==> config.mk <==
export PLATFORM = sky130hd
export DESIGN_NAME = cpm_disk_ctrl
export DESIGN_NICKNAME = d
export VERILOG_FILES = /design/src/rtl/cpm_disk_pkg.sv /design/src/rtl/cpm_lba_calc.sv /design/src/rtl/cpm_disk_ctrl.sv
export SDC_FILE = /design/constraint.sdc
export NUM_CORES = 1
export LEC_CHECK = 0
export CAP_MARGIN = 10
export CELL_PAD_IN_SITES_DETAIL_PLACEMENT = 0
export CELL_PAD_IN_SITES_GLOBAL_PLACEMENT = 1
export CORE_MARGIN = 2
export CORE_UTILIZATION = 47
export CTS_CLUSTER_SIZE = 16
export DETAILED_ROUTE_END_ITERATION = 8
export HOLD_SLACK_MARGIN = 0.06
export PLACE_DENSITY = 0.86
export SETUP_SLACK_MARGIN = 0.2
export SLEW_MARGIN = 10
export SYNTH_ARGS = -nofsm -noshare
export SYNTH_HDL_FRONTEND = slang
export SYNTH_HIERARCHICAL = 1
export SYNTH_SLANG_ARGS = --single-unit
==> constraint.sdc <==
create_clock -name i_clk -period 4.8 [get_ports i_clk]
set_input_delay 0.96 -clock i_clk [delete_from_list [all_inputs] [get_ports i_clk]]
set_output_delay 0.96 -clock i_clk [all_outputs]
set_load 0.05 [all_outputs]
==> src/rtl/cpm_disk_pkg.sv <==
// ============================================================
// cpm_disk_pkg - shared constants for the CP/M disk controller
// Rev 1.0
// ============================================================
`default_nettype none

package cpm_disk_pkg;

  localparam logic [2:0] OFF_DRIVE  = 3'd0;
  localparam logic [2:0] OFF_TRK_LO = 3'd1;
  localparam logic [2:0] OFF_TRK_HI = 3'd2;
  localparam logic [2:0] OFF_SECTOR = 3'd3;
  localparam logic [2:0] OFF_DMA_LO = 3'd4;
  localparam logic [2:0] OFF_DMA_HI = 3'd5;
  localparam logic [2:0] OFF_CMD    = 3'd6;
  localparam logic [2:0] OFF_ERROR  = 3'd7;

  localparam logic [7:0] CMD_READ  = 8'h01;
  localparam logic [7:0] CMD_WRITE = 8'h02;

  localparam logic [7:0] ERR_NONE    = 8'd0;
  localparam logic [7:0] ERR_GEOM    = 8'd1;
  localparam logic [7:0] ERR_SD      = 8'd2;
  localparam logic [7:0] ERR_TIMEOUT = 8'd3;
  localparam logic [7:0] ERR_BAD_CMD = 8'd4;

  localparam logic [1:0] S_IDLE = 2'd0;
  localparam logic [1:0] S_CALC = 2'd1;
  localparam logic [1:0] S_REQ  = 2'd2;
  localparam logic [1:0] S_RUN  = 2'd3;

  localparam int STAT_BUSY  = 0;
  localparam int STAT_ERROR = 1;
  localparam int STAT_READY = 7;

  function automatic logic [7:0] status_byte(input logic busy, input logic err,
                                             input logic ready);
    logic [7:0] s;
    s             = 8'h00;
    s[STAT_BUSY]  = busy;
    s[STAT_ERROR] = err;
    s[STAT_READY] = ready;
    return s;
  endfunction

endpackage

`default_nettype wire

==> src/rtl/cpm_lba_calc.sv <==
// ============================================================
// cpm_lba_calc - 16-step shift-add track*SPT plus drive/sector LBA adder
// Rev 1.0
// ============================================================
`default_nettype none

module cpm_lba_calc #(
  parameter int unsigned SECTORS_PER_TRACK = 26,
  parameter int unsigned DRIVE_SHIFT       = 14
) (
  input  logic        i_clk,
  input  logic        i_reset_n,
  input  logic        i_start,
  input  logic [7:0]  i_drive,
  input  logic [15:0] i_track,
  input  logic [7:0]  i_sector_off,
  output logic        o_done,
  output logic [25:0] o_lba
);

  logic        active_q;
  logic [3:0]  cnt_q;
  logic [15:0] mplier_q;
  logic [25:0] mcand_q;
  logic [25:0] acc_q;
  logic [25:0] acc_d;
  logic [7:0]  drive_q;
  logic [7:0]  soff_q;

  assign acc_d  = acc_q + (mplier_q[0] ? mcand_q : 26'd0);
  // Result is valid combinationally during the final step so the caller can register it on that edge.
  assign o_done = active_q && (cnt_q == 4'd15);
  assign o_lba  = (26'(drive_q) << DRIVE_SHIFT) + acc_d + 26'(soff_q);

  always_ff @(posedge i_clk or negedge i_reset_n) begin
    if (!i_reset_n) begin
      active_q <= 1'b0;
      cnt_q    <= 4'd0;
      mplier_q <= 16'd0;
      mcand_q  <= 26'd0;
      acc_q    <= 26'd0;
      drive_q  <= 8'd0;
      soff_q   <= 8'd0;
    end else if (i_start) begin
      active_q <= 1'b1;
      cnt_q    <= 4'd0;
      mplier_q <= i_track;
      mcand_q  <= 26'(SECTORS_PER_TRACK);
      acc_q    <= 26'd0;
      drive_q  <= i_drive;
      soff_q   <= i_sector_off;
    end else if (active_q) begin
      acc_q    <= acc_d;
      mcand_q  <= mcand_q << 1;
      mplier_q <= mplier_q >> 1;
      cnt_q    <= cnt_q + 4'd1;
      if (cnt_q == 4'd15) active_q <= 1'b0;
    end
  end

endmodule

`default_nettype wire

==> src/rtl/cpm_disk_ctrl.sv <==
// ============================================================
// cpm_disk_ctrl - CP/M disk I/O register file and SD request sequencer
// Rev 1.0
// ============================================================
`default_nettype none

module cpm_disk_ctrl
  import cpm_disk_pkg::*;
#(
  parameter logic [7:0]  BASE_PORT         = 8'h10,
  parameter int unsigned SECTORS_PER_TRACK = 26,
  parameter int unsigned TRACKS_PER_DISK   = 77,
  parameter int unsigned SECTOR_BASE       = 1,
  parameter int unsigned DRIVE_SHIFT       = 14,
  parameter int unsigned NUM_DRIVES        = 4,
  parameter int unsigned TIMEOUT_CYCLES    = 27_000_000
) (
  input  logic        i_clk,
  input  logic        i_reset_n,
  input  logic [7:0]  i_io_addr,
  input  logic        i_io_wr,
  input  logic        i_io_rd,
  input  logic [7:0]  i_io_data,
  output logic [7:0]  o_io_data,
  output logic        o_io_sel,
  input  logic        i_disk_ready,
  input  logic [3:0]  i_sd_error,
  output logic        o_disk_read,
  output logic        o_disk_write,
  output logic [23:0] o_disk_block_address,
  output logic [1:0]  o_disk_block_sub_address,
  output logic [15:0] o_dma_start_address,
  output logic        o_busy
);

  logic [1:0]  state_q, state_d;
  logic [7:0]  drive_q, drive_d;
  logic [15:0] track_q, track_d;
  logic [7:0]  sector_q, sector_d;
  logic [15:0] dma_q, dma_d;
  logic [7:0]  err_q, err_d;
  logic        op_wr_q, op_wr_d;
  logic [31:0] tmo_q, tmo_d;
  logic [23:0] blk_q, blk_d;
  logic [1:0]  sub_q, sub_d;
  logic [15:0] dma_out_q, dma_out_d;

  logic [7:0]  io_off_full;
  logic [2:0]  io_off;
  logic        in_range;
  logic        wr_hit;
  logic        busy;
  logic        geom_bad;
  logic        calc_start;
  logic        calc_done;
  logic [25:0] calc_lba;
  logic [7:0]  sector_off;

  // Wrapping subtraction makes the window test correct for any BASE_PORT.
  assign io_off_full = i_io_addr - BASE_PORT;
  assign in_range    = (io_off_full[7:3] == 5'd0);
  assign io_off      = io_off_full[2:0];
  assign wr_hit      = i_io_wr && in_range;
  assign busy        = (state_q != S_IDLE);
  assign sector_off  = sector_q - 8'(SECTOR_BASE);

  assign geom_bad = (32'(drive_q) >= NUM_DRIVES)
                 || (32'(track_q) >= TRACKS_PER_DISK)
                 || (32'(sector_q) < SECTOR_BASE)
                 || ((32'(sector_q) - SECTOR_BASE) >= SECTORS_PER_TRACK);

  assign o_io_sel                 = i_io_rd && in_range;
  assign o_busy                   = busy;
  assign o_disk_read              = (state_q == S_REQ) && !op_wr_q;
  assign o_disk_write             = (state_q == S_REQ) && op_wr_q;
  assign o_disk_block_address     = blk_q;
  assign o_disk_block_sub_address = sub_q;
  assign o_dma_start_address      = dma_out_q;

  always_comb begin
    o_io_data = 8'hFF;
    if (in_range) begin
      case (io_off)
        OFF_DRIVE:  o_io_data = drive_q;
        OFF_TRK_LO: o_io_data = track_q[7:0];
        OFF_TRK_HI: o_io_data = track_q[15:8];
        OFF_SECTOR: o_io_data = sector_q;
        OFF_DMA_LO: o_io_data = dma_q[7:0];
        OFF_DMA_HI: o_io_data = dma_q[15:8];
        OFF_CMD:    o_io_data = status_byte(busy, err_q != ERR_NONE, i_disk_ready);
        default:    o_io_data = err_q;
      endcase
    end
  end

  cpm_lba_calc #(
    .SECTORS_PER_TRACK (SECTORS_PER_TRACK),
    .DRIVE_SHIFT       (DRIVE_SHIFT)
  ) u_lba_calc (
    .i_clk        (i_clk),
    .i_reset_n    (i_reset_n),
    .i_start      (calc_start),
    .i_drive      (drive_q),
    .i_track      (track_q),
    .i_sector_off (sector_off),
    .o_done       (calc_done),
    .o_lba        (calc_lba)
  );

  always_comb begin
    state_d    = state_q;
    drive_d    = drive_q;
    track_d    = track_q;
    sector_d   = sector_q;
    dma_d      = dma_q;
    err_d      = err_q;
    op_wr_d    = op_wr_q;
    tmo_d      = tmo_q;
    blk_d      = blk_q;
    sub_d      = sub_q;
    dma_out_d  = dma_out_q;
    calc_start = 1'b0;

    if (wr_hit && !busy) begin
      case (io_off)
        OFF_DRIVE:  drive_d        = i_io_data;
        OFF_TRK_LO: track_d[7:0]   = i_io_data;
        OFF_TRK_HI: track_d[15:8]  = i_io_data;
        OFF_SECTOR: sector_d       = i_io_data;
        OFF_DMA_LO: dma_d[7:0]     = i_io_data;
        OFF_DMA_HI: dma_d[15:8]    = i_io_data;
        OFF_CMD: begin
          if ((i_io_data == CMD_READ) || (i_io_data == CMD_WRITE)) begin
            err_d = ERR_NONE;
            if (geom_bad) begin
              err_d = ERR_GEOM;
            end else begin
              op_wr_d    = (i_io_data == CMD_WRITE);
              calc_start = 1'b1;
              state_d    = S_CALC;
            end
          end else begin
            err_d = ERR_BAD_CMD;
          end
        end
        default: ;
      endcase
    end

    case (state_q)
      S_CALC: begin
        if (calc_done) begin
          blk_d     = calc_lba[25:2];
          sub_d     = calc_lba[1:0];
          dma_out_d = dma_q;
          tmo_d     = 32'd0;
          state_d   = S_REQ;
        end
      end
      S_REQ, S_RUN: begin
        if (i_sd_error != 4'd0) begin
          err_d   = ERR_SD;
          state_d = S_IDLE;
        end else if (tmo_q == TIMEOUT_CYCLES - 1) begin
          err_d   = ERR_TIMEOUT;
          state_d = S_IDLE;
        end else begin
          tmo_d = tmo_q + 32'd1;
          if ((state_q == S_REQ) && !i_disk_ready) state_d = S_RUN;
          if ((state_q == S_RUN) && i_disk_ready)  state_d = S_IDLE;
        end
      end
      default: ;
    endcase
  end

  always_ff @(posedge i_clk or negedge i_reset_n) begin
    if (!i_reset_n) begin
      state_q   <= S_IDLE;
      drive_q   <= 8'd0;
      track_q   <= 16'd0;
      sector_q  <= 8'd0;
      dma_q     <= 16'd0;
      err_q     <= ERR_NONE;
      op_wr_q   <= 1'b0;
      tmo_q     <= 32'd0;
      blk_q     <= 24'd0;
      sub_q     <= 2'd0;
      dma_out_q <= 16'd0;
    end else begin
      state_q   <= state_d;
      drive_q   <= drive_d;
      track_q   <= track_d;
      sector_q  <= sector_d;
      dma_q     <= dma_d;
      err_q     <= err_d;
      op_wr_q   <= op_wr_d;
      tmo_q     <= tmo_d;
      blk_q     <= blk_d;
      sub_q     <= sub_d;
      dma_out_q <= dma_out_d;
    end
  end

endmodule

`default_nettype wire
---- Word-level counts from Yosys, hierarchy flattened ----
Index checks and enable logic that the tools add are counted.
storage, ports and cells
  word-level logic and storage cells ...... 120
  bits of input ports ..................... 25
  flip-flop bits (word level) ............. 222
  output and inout port bits .............. 54
operators by class
  add/subtract/negate cells ............... 8
  eq/ne operators ......................... 16
  muxes and demuxes ....................... 39
  $lt $le $gt $ge ......................... 4
  reductions and logical operators ........ 32
  bitwise operators ....................... 1
operators by type and width
  operator                 count
  $mux W26                 5
  $mux W32                 3
  $pmux W32 S2             1
  $mux W8                  7
  $pmux W8 S7              1
  $add A32 B1 Y32 const B  1
  $eq A32 B25 Y1 const B   1
  $ge A32 B5 Y1 const B    1
  $mux W16                 2
  $add A22 B26 Y26         1
  $add A26 B26 Y26         1
  $add A26 B8 Y26          1
  $mux W2                  9
  $ge A16 B7 Y1 const B    1
  $reduce_and A2 Y1        7
  $eq A3 B3 Y1 const B     3
  $sub A8 B1 Y9 const B    1
  $eq A8 B1 Y1 const B     1
  $eq A8 B2 Y1 const B     1
  $ge A8 B3 Y1 const B     1
  $logic_and A1 B1 Y1      8
  $lt A8 B1 Y1 const B     1
  $mux W1                  8
  $mux W4                  2
  20 further kinds         32

---- Logic depth before layout (Yosys ltp) ----
  depth in word-level cells ............... 13
  depth in mapped cells ................... 23
  depth with buffers taken out ............ 23

---- Hierarchy ----
The synthesis kept the hierarchy.
modules (own cells, without submodules)
  module         area an instance (µm²)  times used  cells each  seq. area each (µm²)
  cpm_disk_ctrl  6570.1                  1           657         3328.2
  cpm_lba_calc   5853.1                  1           600         2177.1

---- Worst setup path after synthesis ----
No wires, ideal clock.
  path kind ............................... register -> register
  start ................................... reg u_lba_calc.mplier_q[0]
  end ..................................... reg blk_q[23], in the netlist o_disk_block_address[23]
  period minus slack after synthesis ...... 4.345 ns
  arrival ................................. 4.279 ns
  path slack .............................. 0.455 ns
  buffers on the path ..................... 1
  stages on the path, launching flop included .. 24
  setup time .............................. 0.066 ns
  required time ........................... 4.734 ns
  cell sequence ........................... dfrtp_1 > clkbuf_1 > nand2_1 > inv_1 > ha_1 > a211oi_2 > o21ai_2 > a2111oi_2 > o21a_1 > a21boi_0 > o21a_1 > or3_1 > and2_1 > ha_1 > and3_1 > nand3_1 > nor2_1 > nand2_1 > nor4_2 > o21ai_2 > nor4b_2 > xor2_1 > nand2_1 > nand2_1
on the way
  longest elaborated chain between the ends .. 4
ends and longest elaborated chain
  what                    line                  source
  start, declared         cpm_lba_calc.sv:23    logic [15:0] mplier_q;
  start signal, assigned  cpm_lba_calc.sv:47    mplier_q <= i_track;
  start signal, assigned  cpm_lba_calc.sv:55    mplier_q <= mplier_q >> 1;
  $mux W26                cpm_lba_calc.sv:30    assign acc_d = acc_q + (mplier_q[0] ? mcand_q : 26'd0);
  $add A26 B26 Y26        cpm_lba_calc.sv:30
  $add A22 B26 Y26        cpm_lba_calc.sv:33    assign o_lba = (26'(drive_q) << DRIVE_SHIFT) + acc_d + 26'(soff_q);
  $add A26 B8 Y26         cpm_lba_calc.sv:33
  net calc_lba[25]        cpm_disk_ctrl.sv:56   logic [25:0] calc_lba;
  end signal, assigned    cpm_disk_ctrl.sv:199  blk_q <= blk_d;
  end, declared           cpm_disk_ctrl.sv:44   logic [23:0] blk_q, blk_d;
The timed path passes the listed nets, and every way through them passes these cells.
A chain may end at the register's enable or synchronous reset.

---- Worst setup path after layout ----
Ends and elaborated chain as after synthesis.

==> results by group <==
Status
  • Outcome: complete, no violations

Timing
  • Final max-slew violation count: 0
  • F_max: 221 MHz
  • Hold slack final: 0.470 ns
  • Clock skew: 0.0129 ns
  • Rel. slew slack: 27.0%
  • RSZ-0062 raised after global routing: true
  • Final setup viols: 0
  • Setup TNS: 0 ns
  • Final hold vios: 0
  • Final worst path period share: 94.2%
  • Worst Max-Slew Pin Slew: 1.09 ns
  • Fin crit period: 4.52 ns

Floorplan
  • # rows: 59
  • Starting Density: 47.8%
  • Die width: 167 um
  • Core Region: 26000 um2
  • Die ar.: 27700 um2
  • Chip height: 167 um
  • I/O pins: 79

Detailed routing
  • Initial DRT Pass Iterations: 5
  • Post-route DRC: 0
  • Via/cell ratio: 5.70
  • Routed wire length: 30.2 mm
  • Drt initial violations: 582
  • Antenna viol nets, final: 0
  • Vias: 9634
  • WL/cell: 17.9 um

Global route
  • Overflow after GRT: 0
  • Initial antenna violation count: 0
  • Largest net degree at the start of global routing: 121
  • First-pass GRT wire length: 49.5 mm
  • GRT Overall Usage: 21.4%
  • Vias in the first global route: 9521

Min path
  • Hold endpoint: o_disk_block_sub_address[0]$_DFFE_PN0P_
  • HP Start: u_lba_calc/soff_q[0]$_DFFE_PN0P_
  • Hold Path Cell Cnt: 2
  • Hold Crit Class: reg -> reg

Pwr
  • Leak pwr: 6.25 nW
  • Pwr/cell area: 276 nW/um2
  • Logic pwr share: 4.9%
  • VDD IR max: 0.233 mV
  • Int Pwr: 3.18 mW
  • Sequential Power Share: 46.7%
  • Clk pwr share: 48.4%
  • Switch share: 22.3%
  • Psw: 0.915 mW

Clock network
  • Sink Count: 220
  • H-tree levels: 1
  • Worst-skew pair later-pin latency: 0.52 ns
  • CTS max path bufs: 3
  • Number of buffers created by CTS: 25
  • CTS tree: yes
  • Reg clk slew, reported paths: 0.06 ns
  • CTS root buf: clkbuf_16

Worst setup path
  • Kind of critical path: reg -> reg
  • Capturing point of the worst reg2reg path: o_disk_block_address[23]$_DFFE_PN0P_
  • Crit-path max FO: 7
  • Critical path buffer and inverter count: 1
  • Slowest CP cell: dfrtp_2
  • Crit path cell chain: buf_6 > and2_1 > ha_2 > and4_4 > a2111oi_4 > o21a_1 > a21boi_1 > o21a_1 > or3_4 > and2_4 > ha_4 > and3_4 > nand3_4 > nor2_4 > nand2_2 > nor4_4 > o21ai_2 > nor4b_2 > xor2_1 > nand2_1 > nand2_1
  • R2r startpoint: u_lba_calc/mplier_q[0]$_DFFE_PN0N_
  • Data required, critical path: 5.25 ns
  • CP top delay family: simple AND/OR/NAND/NOR gates
  • Slowest stage delay, CP: 0.48 ns
  • Crit path DAT: 4.97 ns
  • Critical Path End Type: flop
  • R2R depth: 21
  • Crit path launch type: flop
  • Reg2Reg Setup Slack: 0.28 ns

Run
  • # Max-Cap Violations: 0

Placed design
  • PortBufs: 78
  • DP Wirelength: 20.1 mm
  • Placed Cells: 1628
  • GP Congestion: 0.909

Synth
  • Seq cells post-synth: 220
  • Post-synth EDFFs: 0
  • Cell Area, Synth: 12400 um2
  • Ys async rst share: 100%
  • Warnings, synthesis: 6
  • Mapped Cells: 1257
  • Predominant post-synthesis flop cell: dfrtp_1
  • Synth Net Count: 1327
  • Top post-synthesis cells by area: dfrtp_1 44%, mux2_2 6.3%, nand2_1 6.0%, mux2i_1 5.4%, ha_1 4.4%
  • Top-area cell type share of the netlist area: 44.3%
  • Cell taking the most area after synthesis: dfrtp_1
  • Syn Area/Cell: 9.88 um2
  • Synth cell types: 90
  • Register area share after synthesis: 44.3%

Layout
  • Fill cell count: 2245
  • Finished Layout Cells: 1689
  • Number of diodes: 0
  • Nets@finish: 1407
  • Share of layout cells above drive strength 1: 17.1%
  • Layout area overhead: 19.4%
## registers in the layout, indices dropped and copies added, names as in the netlist, 16 cells and up
name,flops
u_lba_calc/acc_q,25
u_lba_calc/mcand_q,25
o_disk_block_address,24
tmo_q,32
dma_q,16
o_dma_start_address,16
track_q,16
u_lba_calc/mplier_q,16
## worst max-delay path by stage
stage | start | endpoint | cells after the start
finish | u_lba_calc/mplier_q[0]$_DFFE_PN0N_ | o_disk_block_address[23]$_DFFE_PN0P_ | 21
global route | u_lba_calc/mplier_q[0]$_DFFE_PN0N_ | o_disk_block_address[23]$_DFFE_PN0P_ | 23
CTS | u_lba_calc/mplier_q[0]$_DFFE_PN0N_ | o_disk_block_address[23]$_DFFE_PN0P_ | 21
detailed placement | u_lba_calc/mplier_q[0]$_DFFE_PN0N_ | o_disk_block_address[23]$_DFFE_PN0P_ | 22
global placement | u_lba_calc/mplier_q[0]$_DFFE_PN0N_ | o_disk_block_address[23]$_DFFE_PN0P_ | 22
floorplan | u_lba_calc/mplier_q[0]$_DFFE_PN0N_ | o_disk_block_address[23]$_DFFE_PN0P_ | 23
## metrics by stage
step	instance area (um2)	util, %	worst slack [ns]	total power [mW]
floorplan	12400	-	0.455	2.04
global placement	13500	52.1	0.157	2.14
detailed placement	13500	52.1	0.0909	2.15
CTS	14400	55.5	0.205	4.14
global route	14800	57.1	0.00866	4.25
finish	14800	57.1	0.280	4.10
## cells by family after synthesis
group	Yosys count	synth area share, %
xor gates and xnor gates	56	4.07
buffers and inverters	80	2.61
and+or+nand+nor	505	20.4
AOI/OAI and AO/OA	210	11.5
DFF	220	44.3
adders and majority gates	45	4.59
muxes	141	12.6
## worst register-to-register path, cell delays in order (launching register included)
cell       delay, ns
dfrtp_2         0.48
buf_6           0.16
and2_1          0.14
ha_2            0.32
and4_4          0.18
a2111oi_4       0.39
o21a_1          0.23
a21boi_1        0.07
o21a_1          0.20
or3_4           0.33
and2_4          0.17
ha_4            0.27
and3_4          0.18
nand3_4         0.08
nor2_4          0.09
nand2_2         0.07
nor4_4          0.29
o21ai_2         0.11
nor4b_2         0.35
xor2_1          0.17
nand2_1         0.06
nand2_1         0.10
## per-layer routing
metal | track usage [%] | up-vias | share of wire [%]
li1 | - | 4631 | -
met5 | 0 | - | 0
met1 | 30.6 | 4694 | 46
met4 | 6.52 | 0 | 2.7
met3 | 3.18 | 66 | 5.0
met2 | 33.7 | 243 | 46
## synth_stat cells (3+ instances only)
master     number
nor2b_1        11
nor4_1         12
a31oi_1         3
mux4_2          5
inv_1          20
o21a_1          8
xnor2_1        31
or3_1          26
a22oi_1         7
o31ai_1         7
and2_1         31
mux2i_1        67
o211ai_1        5
a22o_1          8
o21ai_2         3
nand3_1        27
and4_1          3
o211a_1         3
and3_1         17
clkbuf_1       40
nand2_1       197
o21ai_0        56
or4_1           6
mux2_2         69
buf_1          10
buf_2           6
xor2_1         23
nor3_1         23
nor2_1         94
nor3b_1         4
nand2b_1        6
o2111ai_1       4
ha_1           44
dfrtp_1       220
nand4_1        21
a21oi_1        56
a21o_1         17
## cells in the final DEF, fill, tap and decap left out, types with 6 or more instances in the layout
master,Yosys,final
a21o_1,17,17
a21oi_1,56,54
a22o_1,8,8
a22oi_1,7,7
and2_1,31,26
and3_1,17,15
buf_4,2,35
clkbuf_16,0,25
clkdlybuf4s50_1,0,73
dfrtp_1,220,218
ha_1,44,30
ha_4,0,13
inv_1,20,19
mux2_2,69,69
mux2i_1,67,67
nand2_1,197,195
nand2b_1,6,6
nand3_1,27,24
nand4_1,21,21
nor2_1,94,93
nor2b_1,11,11
nor3_1,23,21
nor4_1,12,12
o21a_1,8,8
o21ai_0,56,54
o31ai_1,7,7
or3_1,26,25
or4_1,6,6
xnor2_1,31,31
xor2_1,23,23
## timing repair
action                                  4_1_cts  5_1_grt
hold buffers                                  0        0
pin swaps                                     2       27
gates cloned                                  0        0
endpoints found under the setup margin        2        7
setup buffers                                 1       16
resized for setup                             4       57
## power by group through the flow
stage                     logic, mW  registers, mW  clock network (mW)
after CTS                     0.204           1.91                2.03
after floorplan               0.108           1.93                   0
after global placement        0.201           1.94                   0
after global routing          0.225           1.91                2.11
final                         0.202           1.91                1.98
after detailed placement      0.203           1.94                   0
## layout make-up
cell class / count / area (um2) / share of cell area, %
clock inverters: 11 / 164 / 1.10
repair buffers: 113 / 1070 / 7.22
multi-input cells: 957 / 6910 / 46.6
clock buffers: 33 / 686 / 4.62
inverters: 20 / 75.1 / 0.506
flip-flops and latches: 220 / 5510 / 37.1
well taps: 335 / 419 / 2.83
Note: power is estimated with default switching activity, not from simulation.
